**config.mk**
```make
export PLATFORM = sky130hd
export DESIGN_NAME = shift_reg_univ
export DESIGN_NICKNAME = d
export VERILOG_FILES = /design/src/rtl/shift_reg_univ_pkg.sv /design/src/rtl/shift_reg_cell.sv /design/src/rtl/shift_reg_univ.sv
export SDC_FILE = /design/constraint.sdc
export NUM_CORES = 1
export LEC_CHECK = 0
export CAP_MARGIN = 20
export CELL_PAD_IN_SITES_DETAIL_PLACEMENT = 1
export CELL_PAD_IN_SITES_GLOBAL_PLACEMENT = 1
export CORE_MARGIN = 10
export CORE_UTILIZATION = 35
export CTS_CLUSTER_SIZE = 24
export DETAILED_ROUTE_END_ITERATION = 10
export HOLD_SLACK_MARGIN = 0.12
export PLACE_DENSITY_LB_ADDON = 0.12
export SETUP_SLACK_MARGIN = 0.15
export SYNTH_ARGS = -nofsm -noshare
export SYNTH_HDL_FRONTEND = slang
export SYNTH_SLANG_ARGS = --single-unit
```
**constraint.sdc**
```tcl
create_clock -name CLK -period 3.51 [get_ports CLK]
set_input_delay 0.702 -clock CLK [delete_from_list [all_inputs] [get_ports CLK]]
set_output_delay 0.702 -clock CLK [all_outputs]
set_load 0.005 [all_outputs]
```
**src/rtl/shift_reg_univ_pkg.sv**
```systemverilog
// Shared definitions for the universal shift register: operating-mode encoding.
// The bench imports the same package so both sides agree on the mode values.
package shift_reg_univ_pkg;

  typedef enum logic [1:0] {
    MODE_HOLD = 2'b00,
    MODE_SHR  = 2'b01,
    MODE_SHL  = 2'b10,
    MODE_LOAD = 2'b11
  } mode_e;

endpackage

```
**src/rtl/shift_reg_cell.sv**
```systemverilog
// One register bit: a 4:1 mux (hold/right/left/load) feeding a D flop with async reset.
// The mux output is also exported so the parent can count transitions before they happen.
module shift_reg_cell
  import shift_reg_univ_pkg::*;
#(
  parameter int PwrC = 0
) (
  input  logic       CLK,
  input  logic       RESET,
  input  logic       enb,
  input  logic [1:0] mode,
  input  logic       right_in,
  input  logic       left_in,
  input  logic       load_in,
  output logic       q,
  output logic       q_next
);

  logic q_d;
  logic q_q;

  // PwrC tags the cell for the power-estimation flow only; negative indices are not meaningful.
  if (PwrC < 0) begin : g_pwrc_unused
  end

  always_comb begin
    q_d = q_q;
    if (enb) begin
      case (mode_e'(mode))
        MODE_HOLD: q_d = q_q;
        MODE_SHR:  q_d = right_in;
        MODE_SHL:  q_d = left_in;
        MODE_LOAD: q_d = load_in;
        default:   q_d = q_q;
      endcase
    end
  end

  // NOTE: sequential state uses non-blocking assignments so all cells sample
  // their neighbours' pre-edge values, which is what makes the shift work.
  always_ff @(posedge CLK or posedge RESET) begin
    if (RESET) q_q <= 1'b0;
    else       q_q <= q_d;
  end

  assign q      = q_q;
  assign q_next = q_d;

endmodule

```
**src/rtl/shift_reg_univ.sv**
```systemverilog
// N-bit universal register (hold / shift right / shift left / load, optional rotate)
// with a registered serial output and a saturating count of Q bit transitions.
module shift_reg_univ
  import shift_reg_univ_pkg::*;
#(
  parameter int N    = 4,
  parameter int PwrC = 0,
  parameter int CNTW = 16
) (
  input  logic            CLK,
  input  logic            RESET,
  input  logic            ENB,
  input  logic [1:0]      MODE,
  input  logic            ROT,
  input  logic            S_IN,
  input  logic [N-1:0]    D,
  output logic [N-1:0]    Q,
  output logic            S_OUT,
  output logic [CNTW-1:0] TOGGLES
);

  localparam int POPW = $clog2(N) + 1;
  localparam int SUMW = CNTW + POPW;

  if (N < 2) begin : g_width_too_small
  end

  logic [N-1:0]    q_bits;
  logic [N-1:0]    q_nxt;
  logic            si_right;
  logic            si_left;
  logic            s_out_d;
  logic            s_out_q;
  logic [POPW-1:0] pop_cnt;
  logic [SUMW-1:0] toggle_sum;
  logic [CNTW-1:0] toggles_d;
  logic [CNTW-1:0] toggles_q;

  // End bits take either the serial input or the bit falling off the other end.
  assign si_right = ROT ? q_bits[0]   : S_IN;
  assign si_left  = ROT ? q_bits[N-1] : S_IN;

  for (genvar i = 0; i < N; i++) begin : g_cell
    logic right_in;
    logic left_in;

    if (i == N - 1) begin : g_msb
      assign right_in = si_right;
    end else begin : g_mid_r
      assign right_in = q_bits[i+1];
    end

    if (i == 0) begin : g_lsb
      assign left_in = si_left;
    end else begin : g_mid_l
      assign left_in = q_bits[i-1];
    end

    shift_reg_cell #(
      .PwrC (PwrC)
    ) u_cell (
      .CLK      (CLK),
      .RESET    (RESET),
      .enb      (ENB),
      .mode     (MODE),
      .right_in (right_in),
      .left_in  (left_in),
      .load_in  (D[i]),
      .q        (q_bits[i]),
      .q_next   (q_nxt[i])
    );
  end

  always_comb begin
    s_out_d = s_out_q;
    if (ENB) begin
      if (mode_e'(MODE) == MODE_SHR)      s_out_d = q_bits[0];
      else if (mode_e'(MODE) == MODE_SHL) s_out_d = q_bits[N-1];
    end
  end

  // Transitions are counted from the cells' own next values, so a load of an
  // equal value or a rotate of a uniform word contributes nothing.
  always_comb begin
    pop_cnt = '0;
    for (int i = 0; i < N; i++) begin
      pop_cnt = pop_cnt + POPW'(q_bits[i] ^ q_nxt[i]);
    end
    toggle_sum = SUMW'(toggles_q) + SUMW'(pop_cnt);
    if (toggle_sum > SUMW'({CNTW{1'b1}})) toggles_d = '1;
    else                                  toggles_d = toggle_sum[CNTW-1:0];
  end

  // NOTE: reset is asynchronous: it clears the flops the moment RESET rises,
  // so it must appear in the sensitivity list, not only inside the block.
  always_ff @(posedge CLK or posedge RESET) begin
    if (RESET) begin
      s_out_q   <= 1'b0;
      toggles_q <= '0;
    end else begin
      s_out_q   <= s_out_d;
      toggles_q <= toggles_d;
    end
  end

  assign Q       = q_bits;
  assign S_OUT   = s_out_q;
  assign TOGGLES = toggles_q;

endmodule

```
Yosys cells after proc, flatten, opt, wreduce, memory -nomap -nowiden
Index checks and enable logic that the tools add are counted.
Widths: inputs -> output; s select.
- bits in registers: 21
- output and inout port bits: 21
- input port bits: 11
- word-level logic and storage cells: 34
- reduce and logical (&&, ||, !) cells: 3
- add/subtract/negate cells: 4
- bitwise operators: 4
- equality and inequality tests: 3
- order comparisons: 1
- multiplexer cells: 13
- operators by type and width (operator ; count):
    $add 16x3->17 ; 1
    $gt 17x16->1 const B ; 1
    $mux 16 ; 1
    $pmux 1 s4 ; 4
    $mux 1 ; 8
    $eq 2x2->1 const B ; 2
    $xor 1x1->1 ; 4
    $add 2x1->3 ; 1
    $add 3x1->3 ; 1
    $add 1x1->2 ; 1
    $eq 2x1->1 const B ; 1
    $logic_not 2->1 ; 1
    $reduce_and 2->1 ; 1
    $reduce_bool 2->1 ; 1

Logic depth before layout (Yosys ltp)
- depth after elaboration: 10
- mapped depth: 16
- mapped depth without buffers: 14

Modules after synthesis
Synthesis repeated with hierarchy kept, for this count alone.
- cell total of the unflattened synthesis: 133
- area, all modules: 1296.2 um2
- modules (own cells, without submodules) (module ; cells an instance ; times used ; area each (um2) ; seq. area each (um2)):
    shift_reg_univ ; 101 ; 1 ; 1021.0 ; 425.4
    shift_reg_cell ; 8 ; 4 ; 68.8 ; 25.0

Worst setup path after synthesis
OpenSTA, ideal clock, no wires.
- kind: input-to-reg
- from: input port MODE[0]
- to: register toggles_q[14], in the netlist TOGGLES[14]
- required time: 3.385 ns
- path buffers: 1
- setup slack: -0.401 ns
- data arrival time: 3.787 ns
- stages on the path: 15
- library setup time: 0.125 ns
- path through: inv_1 -> ha_1 -> nand2b_1 -> buf_2 -> a221o_1 -> a21oi_1 -> mux2i_1 -> fa_1 -> inv_1 -> fa_1 -> fa_1 -> nand4_1 -> nor2_1 -> nand2_1 -> mux2_2
- cells in the longest elaborated chain, start to end: 10
- elaborated cells on any way between the ends: 22
- those cells by class: add/sub: 4; order compare: 1; eq/ne: 3; mux: 9; bitwise: 4; reduce/logical: 1
- ends and longest elaborated chain (what ; RTL line ; source):
    start, declared ; shift_reg_univ.sv:13 ; input logic [1:0] MODE,
    $eq 2x2->1, or another cell as far along ; shift_reg_cell.sv:29 ; case (mode_e'(mode))
    $pmux 1 s4 ; shift_reg_cell.sv:29 ;
    $mux 1 ; shift_reg_cell.sv:28 ; if (enb) begin
    $xor 1x1->1 ; shift_reg_univ.sv:87 ; pop_cnt = pop_cnt + POPW'(q_bits[i] ^ q_nxt[i]);
    $add 1x1->2 ; shift_reg_univ.sv:87 ;
    $add 2x1->3 ; shift_reg_univ.sv:87 ;
    $add 3x1->3 * ; shift_reg_univ.sv:87 ;
    $add 16x3->17 * ; shift_reg_univ.sv:89 ; toggle_sum = SUMW'(toggles_q) + SUMW'(pop_cnt);
    $gt 17x16->1 ; shift_reg_univ.sv:90 ; if (toggle_sum > SUMW'({CNTW{1'b1}})) toggles_d = '1;
    $mux 16 * ; shift_reg_univ.sv:90 ;
    via toggles_d[14] ; shift_reg_univ.sv:36 ; logic [CNTW-1:0] toggles_d;
    end signal, assigned ; shift_reg_univ.sv:102 ; toggles_q <= toggles_d;
    end, declared ; shift_reg_univ.sv:37 ; logic [CNTW-1:0] toggles_q;
Mark *: on every way through the listed nets, which the timed path passes. The rest lies on a longest branch.
A chain may end at the register's enable or synchronous reset.

Worst setup path in the final report
- from: input port MODE[1]
- to: register toggles_q[0], in the netlist TOGGLES[0]
The elaborated chain is that of the path after synthesis.

==> metrics.cfg <==
[die]
die_y_um = 80.2
core_um2 = 3420
chipWidth_um = 80.2
rows = 21
start_util = 0.371
dieArea_um2 = 6430
num_io_pins = 32

[synthesis]
synthesis.nets = 146
synth_edf_count = 0
postSynthCellCount = 127
synth_top_cell_by_area = dfrtp_1
yosysSeqAreaShare = 0.414
synth.distinct_cells = 32
synth_top_cell_area_share = 0.414
ys_seq_elements = 21
synth_common_cells = dfrtp_1 (21), nand2_1 (20), nor2_1 (9)
ys_top_cells_by_area = dfrtp_1 (41%), nand2_1 (5.9%), xnor2_1 (5.5%)
yosysWarningCount = 0
synth_ff_type = dfrtp_1
syn_area_um2 = 1270
yosysMostFrequentCell = dfrtp_1
ys_async_sr_fraction = 1.00
avgSynthCellArea_um2 = 9.99

[critical_path]
required_ns = 3.73
crit_type = input pin to flop
cp-start-kind = input pin
crit_fanout = 4
ff2ff_path_depth = 12
endpoint_kind = flop
worstPathArrival_ns = 3.84

[min_path]
min_path_cells = 2
min-delay-path-class = flop to flop

[placement]
gp_congestion = 0.799
io_buffers = 31
pre_cts_slack_ns = -0.869
post-dp-hpwl_mm = 2.84

[finish]
fillCellCount = 381
syn_to_final_growth_pct = 57.4
nNetsFinal = 206
num_antenna_cells = 0
drive_gt1_frac = 0.349
multiInputGateArea_um2 = 782
seqCellArea_um2 = 526

[drt]
routed_wirelength_mm = 3.98
firstDrtPassIters = 4
drtAntennaViolNets = 0
wl_per_cell_um = 17.1
dr_total_vias = 1167
drc = 0
drt-initial-drc-count = 63
via_per_inst = 5.03

[timing]
rsz0062_at_grt = yes
post-route-period-util = 1.03
setup_slack_ns = -0.111
slew_headroom = 0.456
setup_viol = 14
report.final.slew_viol_count = 0
fmax_mhz = 276
hold_viol_final = 0
tightest_slew_ns = 0.815
fin_worst_skew_ns = 0.00868
fin_crit_ns = 3.62

[clock_network]
insertion_delay_ns = 0.32
cts_buffers = 3
htreeDepth = 1
clk_path_buf_depth = 2
cts_tree = yes
cts.clk_slew.worst_paths_ns = 0.13
cts.sinks = 21
clock_tree.root_cell = clkbuf_4

[power_and_ir_drop]
p_sw_mw = 0.374
peakVddDrop_v = 0.000372
power_mw = 0.977
seqPwrFrac = 0.403
cellPowerDensity_nw_per_um2 = 489
swShare = 0.383
combinationalPowerShare = 0.468
power_leakage_nw = 0.914
p_int_mw = 0.603
p_clk_frac = 0.128

[global_routing]
grt_pass1_vias = 1274
gr-total-overflow = 0
grt_usage = 0.123
grt_max_degree = 22
grt_first_pass_wirelength_mm = 6.48
grt_antenna_before_repair = 0

[outcome]
status = finished with violations
violations = negative setup slack

[flow_run]
maxCapViolations = 0

## critical path, stage by stage
cell and delay [ns]:
buf_6 0.07, buf_8 0.12, inv_12 0.03, ha_4 0.15
a222oi_1 0.46, xnor2_1 0.17, nand2_1 0.09, fa_1 0.52
inv_1 0.05, fa_2 0.35, fa_2 0.35, nand4_1 0.16
nor2_2 0.08, nand4_1 0.15, buf_4 0.14, or2b_1 0.23
## layer usage
layer / part of all wire / GRT usage
met4: 0.0070 / 0.0158
met1: 0.44 / 0.151
met5: 0 / 0
met2: 0.50 / 0.210
met3: 0.055 / 0.0390
## metrics by stage
step | setup TNS (ns) | cells | util | area [um2] | hold slack [ns]
floorplan | -0.0280 | 127 | - | 1340 | 0.523
global placement | -10.68 | 216 | 0.525 | 1790 | 0.551
detailed placement | -12.28 | 216 | 0.525 | 1790 | 0.547
CTS | -0.725 | 225 | 0.556 | 1900 | 0.576
global route | -2.69 | 232 | 0.585 | 2000 | 0.636
finish | -0.734 | 232 | 0.585 | 2000 | 0.565
## worst paths after layout
kind | startpoint | endpoint | slack [ns]
hold reg to reg | S_OUT | S_OUT | 0.56
setup / recovery | MODE[1] | TOGGLES[0] | -0.11
setup reg to reg | g_cell[1].u_cell.q | TOGGLES[0] | 0.21
max in group asynchronous | RESET | TOGGLES[10] | 2.18
hold / removal | S_OUT | S_OUT | 0.56
min in group asynchronous | RESET | g_cell[1].u_cell.q | 0.82
## timing repair
| action | CTS | global route |
|---|---|---|
| hold buffers | 0 | 0 |
| setup buffers | 5 | 7 |
| pin swaps | 8 | 9 |
| gates resized for setup | 23 | 14 |
| setup endpoints to repair | 16 | 16 |
## power groups by stage
| stage | Combinational (mW) | Sequential, mW | Clock, mW |
|---|---|---|---|
| 6_report | 0.457 | 0.394 | 0.125 |
| 5_1_grt | 0.510 | 0.406 | 0.139 |
| 4_1_cts | 0.439 | 0.392 | 0.126 |
| 3_5_place_dp | 0.425 | 0.397 | 0 |
| 3_3_place_gp | 0.406 | 0.389 | 0 |
| 2_1_floorplan | 0.204 | 0.382 | 0 |
## final cells by class
class | count | area share
multi-input cells | 93 | 0.392
inverters | 7 | 0.0232
repair buffers | 61 | 0.280
flip-flops and latches | 21 | 0.263
well taps | 46 | 0.0288
clock buffers | 4 | 0.0132
## kinds of logic after synthesis
logic type,synth area share
AO/OA/AOI/OAI,0.0966
XOR/XNOR,0.0690
adder cells (fa/ha/maj),0.0966
buffers and inverters,0.0523
flip-flops,0.414
multiplexers,0.0542
AND/OR/NAND/NOR,0.217
## sequential cells by signal, indices dropped and copies added (netlist names)
name             cells
S_OUT                1
g_cell.u_cell.q      4
TOGGLES             16
## layout by cell type (no fill, tap or decap), types with 3 or more instances in the layout
cell	instances
a31oi_1	4
buf_4	25
buf_6	6
clkbuf_4	3
clkdlybuf4s50_1	28
dfrtp_1	21
ha_4	3
inv_1	5
mux2_4	3
nand2_1	12
nand2_2	7
nand4_1	4
nor2_1	8
xnor2_1	8
(Power assumes the default switching activity.)
